<file path="src/rtl/viz_pkg.sv">
// Shared types and constants for the audio visualizer sample scheduler.
package viz_pkg;

  typedef enum logic [1:0] {S_EMPTY, S_HOLD, S_SHIFT} sched_state_t;

  localparam int AUDIO_DW = 24;
  localparam int NUM_BARS = 16;
  localparam int DECIM_CW = 10;

endpackage

</file>
<file path="src/rtl/viz_decimator.sv">
// Codec pop-strobe generator and 1-of-DECIM sample decimator.
module viz_decimator
  import viz_pkg::*;
#(
  parameter int DECIM = 64,
  parameter int DW    = AUDIO_DW
) (
  input  logic          clk,
  input  logic          rst_n,
  input  logic          i_read_ready,
  input  logic [DW-1:0] i_left,
  input  logic [DW-1:0] i_right,
  output logic          o_read,
  output logic          o_keep_valid,
  output logic [DW-1:0] o_keep_left,
  output logic [DW-1:0] o_keep_right
);

  localparam logic [DECIM_CW-1:0] LP_LAST = DECIM_CW'(DECIM - 1);

  logic                r_run;
  logic                r_read_d;
  logic [DECIM_CW-1:0] r_decim_cnt;
  logic                w_pop;
  logic                w_last;

  // r_run keeps the strobe low while reset is held and for the first edge after it
  assign w_pop  = r_run & i_read_ready & ~r_read_d;
  assign w_last = (r_decim_cnt == LP_LAST);

  always_ff @(posedge clk or negedge rst_n) begin
    if (!rst_n) begin
      r_run       <= 1'b0;
      r_read_d    <= 1'b0;
      r_decim_cnt <= '0;
    end else begin
      r_run    <= 1'b1;
      r_read_d <= w_pop;
      if (w_pop) begin
        r_decim_cnt <= w_last ? '0 : r_decim_cnt + 1'b1;
      end
    end
  end

  assign o_read       = w_pop;
  assign o_keep_valid = w_pop & w_last;
  assign o_keep_left  = i_left;
  assign o_keep_right = i_right;

endmodule

</file>
<file path="src/rtl/viz_sample_sched.sv">
// Holds one decimated L/R pair and releases it to the visualizer chain
// only during vertical blanking, limited to a per-frame shift budget.
module viz_sample_sched
  import viz_pkg::*;
#(
  parameter int DECIM            = 64,
  parameter int SHIFTS_PER_FRAME = 2,
  parameter int DW               = AUDIO_DW
) (
  input  logic          clk,
  input  logic          rst_n,
  input  logic          read_ready,
  input  logic [DW-1:0] readdata_left,
  input  logic [DW-1:0] readdata_right,
  output logic          read,
  input  logic          vblank,
  input  logic          freeze,
  output logic [DW-1:0] dataL,
  output logic [DW-1:0] dataR,
  output logic          en,
  output logic [15:0]   drop_cnt,
  output logic          pending
);

  localparam logic [3:0] LP_BUDGET = 4'(SHIFTS_PER_FRAME);

  sched_state_t  r_state;
  sched_state_t  w_next;
  logic [3:0]    r_budget;
  logic          r_vblank_d;
  logic          r_freeze;
  logic [DW-1:0] r_dataL;
  logic [DW-1:0] r_dataR;
  logic [15:0]   r_drop_cnt;

  logic          w_keep;
  logic [DW-1:0] w_keep_left;
  logic [DW-1:0] w_keep_right;
  logic          w_vb_rise;

  viz_decimator #(
    .DECIM (DECIM),
    .DW    (DW)
  ) u_decim (
    .clk          (clk),
    .rst_n        (rst_n),
    .i_read_ready (read_ready),
    .i_left       (readdata_left),
    .i_right      (readdata_right),
    .o_read       (read),
    .o_keep_valid (w_keep),
    .o_keep_left  (w_keep_left),
    .o_keep_right (w_keep_right)
  );

  assign w_vb_rise = vblank & ~r_vblank_d;

  always_ff @(posedge clk or negedge rst_n) begin
    if (!rst_n) begin
      r_state <= S_EMPTY;
    end else begin
      r_state <= w_next;
    end
  end

  // freeze is taken through a register, so a release shows up as en two cycles later
  always_comb begin
    w_next = r_state;
    case (r_state)
      S_EMPTY: if (w_keep) w_next = S_HOLD;
      S_HOLD:  if (vblank && (r_budget != '0) && !r_freeze) w_next = S_SHIFT;
      S_SHIFT: w_next = w_keep ? S_HOLD : S_EMPTY;
      default: w_next = S_EMPTY;
    endcase
  end

  always_comb begin
    en      = 1'b0;
    pending = 1'b0;
    case (r_state)
      S_HOLD:  pending = 1'b1;
      S_SHIFT: en      = 1'b1;
      default: ;
    endcase
  end

  always_ff @(posedge clk or negedge rst_n) begin
    if (!rst_n) begin
      r_vblank_d <= 1'b0;
      r_freeze   <= 1'b0;
      r_budget   <= LP_BUDGET;
    end else begin
      r_vblank_d <= vblank;
      r_freeze   <= freeze;
      if (w_vb_rise) begin
        r_budget <= LP_BUDGET;
      end else if (en && (r_budget != '0)) begin
        r_budget <= r_budget - 1'b1;
      end
    end
  end

  // A latch only ever lands on the edge closing a cycle, so data is stable through en
  always_ff @(posedge clk or negedge rst_n) begin
    if (!rst_n) begin
      r_dataL    <= '0;
      r_dataR    <= '0;
      r_drop_cnt <= '0;
    end else if (w_keep) begin
      r_dataL <= w_keep_left;
      r_dataR <= w_keep_right;
      if ((r_state == S_HOLD) && (r_drop_cnt != '1)) begin
        r_drop_cnt <= r_drop_cnt + 1'b1;
      end
    end
  end

  assign dataL    = r_dataL;
  assign dataR    = r_dataR;
  assign drop_cnt = r_drop_cnt;

endmodule

</file>
<file path="config.mk">
export PLATFORM = sky130hd
export DESIGN_NAME = viz_sample_sched
export DESIGN_NICKNAME = d
export VERILOG_FILES = /design/src/rtl/viz_pkg.sv /design/src/rtl/viz_decimator.sv /design/src/rtl/viz_sample_sched.sv
export SDC_FILE = /design/constraint.sdc
export NUM_CORES = 1
export LEC_CHECK = 0
export BUFFER_PORTS_ARGS = -buffer_cell sky130_fd_sc_hd__buf_2
export CORE_ASPECT_RATIO = 2
export CORE_MARGIN = 2
export CORE_UTILIZATION = 45
export DETAILED_ROUTE_END_ITERATION = 12
export GPL_TIMING_DRIVEN = 0
export HOLD_SLACK_MARGIN = 0.12
export PLACE_DENSITY = 0.7
export SLEW_MARGIN = 30
export SYNTH_ARGS = -nofsm -noshare
export SYNTH_HDL_FRONTEND = slang
export SYNTH_SLANG_ARGS = --single-unit
</file>
<file path="constraint.sdc">
create_clock -name clk -period 3.4 [get_ports clk]
set_clock_uncertainty 0.15 [all_clocks]
set_input_delay 0.51 -clock clk [delete_from_list [all_inputs] [get_ports clk]]
set_output_delay 0.51 -clock clk [all_outputs]
set_load 0.01 [all_outputs]
</file>
==> impl_metrics.py <==
metrics = {
    "clock_tree": {
        "cts_buffer_depth": 2,
        "cts_tree": "yes",
        "cts_buffers": 9,
        "post-cts-setup-buffers": 0,
        "h-tree-depth": 3,
        "cts_sinks": 84,
        "path_clk_slew_ps": 60,
        "root_buffer": "clkbuf_16",
        "clk_latency_ps": 330,
    },
    "synthesis": {
        "yosys_warnings": 0,
        "yosys_register_bits": 84,
        "netlist.area_leader.share_pct": 61.01,
        "synthesis.nets": 307,
        "synth_area_sq_mm": 0.003405,
        "synth_area_leader_cell": "dfrtp_1",
        "syn_avg_cell_area_sq_um": 13.56,
        "yosysUniqueCellTypes": 33,
        "synth_cells": 251,
        "synth.area.top_cells": "dfrtp_1 (61%), mux2_2 (15%), xnor2_1 (3.9%)",
        "yosysSeqAreaShare_pct": 61.78,
    },
    "routing": {
        "initialDrtViolationCount": 97,
        "drtAntennaViolNets": 0,
        "drc": 0,
        "vias_per_cell": 4.958,
        "wirelength_microns": 7098,
        "vias": 2375,
        "first_pass_iters": 5,
        "post_drt_wl_per_cell_microns": 14.82,
    },
    "setup_path": {
        "r2r_start": "u_decim.r_decim_cnt[7]",
        "crit_type": "flip-flop to flip-flop",
        "required_ps": 3460,
        "cp_max_fo": 10,
        "start_kind": "flip-flop",
        "end_kind": "flip-flop",
        "r2r_end": "dataL[7]",
        "worst_r2r_path_depth": 4,
        "crit_arrival_ps": 2760,
        "reg2reg_slack_ps": 690,
    },
    "final_layout": {
        "drive_above_1_share_pct": 49.35,
        "design_area_sq_mm": 0.004451,
        "final_core_util_pct": 60.78,
        "fin_nets": 439,
        "diodes": 0,
        "syn2layout_area_growth_pct": 30.72,
    },
    "timing": {
        "finalSetupViolations": 0,
        "fmax_ghz": 0.3695,
        "timing.setup.tns_ps": 0,
        "period_share_pct": 79.59,
        "relSlewSlack_pct": 48.51,
        "tightest_slew_ps": 765.3,
        "rsz0062_at_grt": "false",
        "final_max_slew_viol_count": 0,
        "hold_violations": 0,
        "period_needed_ps": 2706,
        "hold_ws_ps": 140.7,
    },
    "power": {
        "pwr_density_cell_mw_per_mm2": 469.7,
        "irDropWorstVdd_uv": 320.8,
        "leakagePower_uw": 0.002482,
    },
    "min_path": {
        "hp-class": "primary input to flip-flop",
        "worstHoldStart": "freeze",
        "worst_hold_path.endpoint": "r_freeze",
        "whs_path_depth": 1,
    },
    "status": {
        "outcome": "finished, final reports clean",
    },
    "grt": {
        "grt_use_total_pct": 18.38,
        "use_met3_pct": 4.137,
        "top_usage_layer": "met2",
        "gr-usage-met2_pct": 33.85,
        "grt_pass1_vias": 2491,
        "grt.met1_usage_pct": 20.06,
        "grt_pass1_wl_microns": 11630,
        "grt-ovfl-total": 0,
        "grt_max_degree": 54,
        "antenna_found_initial": 0,
    },
    "floorplanning": {
        "core_area_sq_mm": 0.007322,
        "initial_core_util_pct": 46.50,
        "num_rows": 44,
        "die-area_sq_mm": 0.008320,
        "die-height_microns": 127.0,
        "die_width_microns": 65.51,
        "io_pins": 120,
    },
    "placement": {
        "portBuffers": 119,
        "place_area_sq_mm": 0.004149,
        "dp_hpwl_microns": 5219,
        "place_congestion": 0.7645,
    },
    "job": {
        "maxCapViolCount": 0,
    },
}
[cells in the final DEF, fill, tap and decap left out, drive strengths merged, types with 3 or more instances in the layout]
cell type	instances
and2	3
and3	4
buf	125
clkbuf	12
clkinv	3
dfrtp	83
ha	3
inv	4
mux2	49
nand2	14
nand3	7
nand4	9
nor2	10
nor2b	3
nor3	7
nor4	4
o21ai	4
xnor2	15
xor2	9
[worst max path at each step]
stage | from | end | cells past startpoint
after floorplan | u_decim.r_decim_cnt[6] | drop_cnt[1] | 4
after global placement | u_decim.r_decim_cnt[6] | dataR[18] | 4
after detailed placement | u_decim.r_decim_cnt[7] | dataL[7] | 4
after CTS | u_decim.r_decim_cnt[7] | dataL[7] | 4
after global routing | u_decim.r_decim_cnt[7] | dataR[23] | 4
final | u_decim.r_decim_cnt[7] | dataL[7] | 4
[critical path, stage by stage, from the launching register on]
cell     delay, ps
dfrtp_1        430
or4_4          560
nor4_1         690
buf_2          370
mux2_2         370
[synth_stat cells (all sizes together)]
cell / instances
nand2: 14
or3b: 1
and2: 3
dfrtp: 83
nand3b: 2
a21oi: 1
inv: 4
xnor2: 15
ha: 3
nand4: 9
nand3: 7
dfstp: 1
nor2: 10
or4: 2
xor2: 9
nand2b: 2
conb: 1
nor3: 7
mux2: 49
a311oi: 1
and4: 1
buf: 5
and3: 4
o21ai: 4
a21o: 2
or3: 2
clkbuf: 2
nor2b: 3
nor4: 4
[area by class of cell]
cell class,instances,area [sq um]
plain buffers,7,32.53
clock buffers,10,239.0
clock inverters,5,52.55
fillers,657,2872
inverters,4,15.01
multi-input cells,156,1254
flip-flops and latches,84,2103
well taps,92,115.1
repair buffers,121,639.4
[per-layer routing]
layer	vias up	part of all wire [%]
met3	8	3.4
met2	57	58
met5	-	0
li1	1135	-
met4	0	1.5
met1	1175	37
[stage by stage]
| step | setup slack, ps | total power [uW] | std cells |
|---|---|---|---|
| final | 694.0 | 2090 | 479 |
| after global routing | 477.6 | 2165 | 479 |
| after CTS | 557.2 | 2120 | 479 |
| after detailed placement | 586.8 | 1160 | 463 |
| after global placement | 590.3 | 1151 | 462 |
| after floorplan | 940.1 | 1096 | 251 |
[flip-flops by register name (all words and copies together) (netlist names)]
name / flops
dataL: 24
dataR: 24
drop_cnt: 16
r_budget: 4
r_freeze: 1
r_state: 2
r_vblank_d: 1
u_decim.r_decim_cnt: 10
u_decim.r_read_d: 1
u_decim.r_run: 1
[timing repair]
action | CTS | global route
endpoints found under the hold margin | 31 | 0
hold buffers | 1 | 0
gates resized for setup | 0 | 0
[cells by family after synthesis]
logic type	share of synthesized area (%)
fa+ha+maj	1.103
xor+xnor	6.174
mux	16.21
flops	61.78
other cells	0.1101
compound gates	1.433
buf+inv	1.396
simple gates	11.80
[report_power, final]
part           total (uW)  internal [uW]  leakage (uW)  switching, uW
logic                93.5           46.3       0.00118           47.3
registers            1050           1030       0.00116           21.5
clock network         950            580      0.000144            369
(Power assumes the default switching activity.)
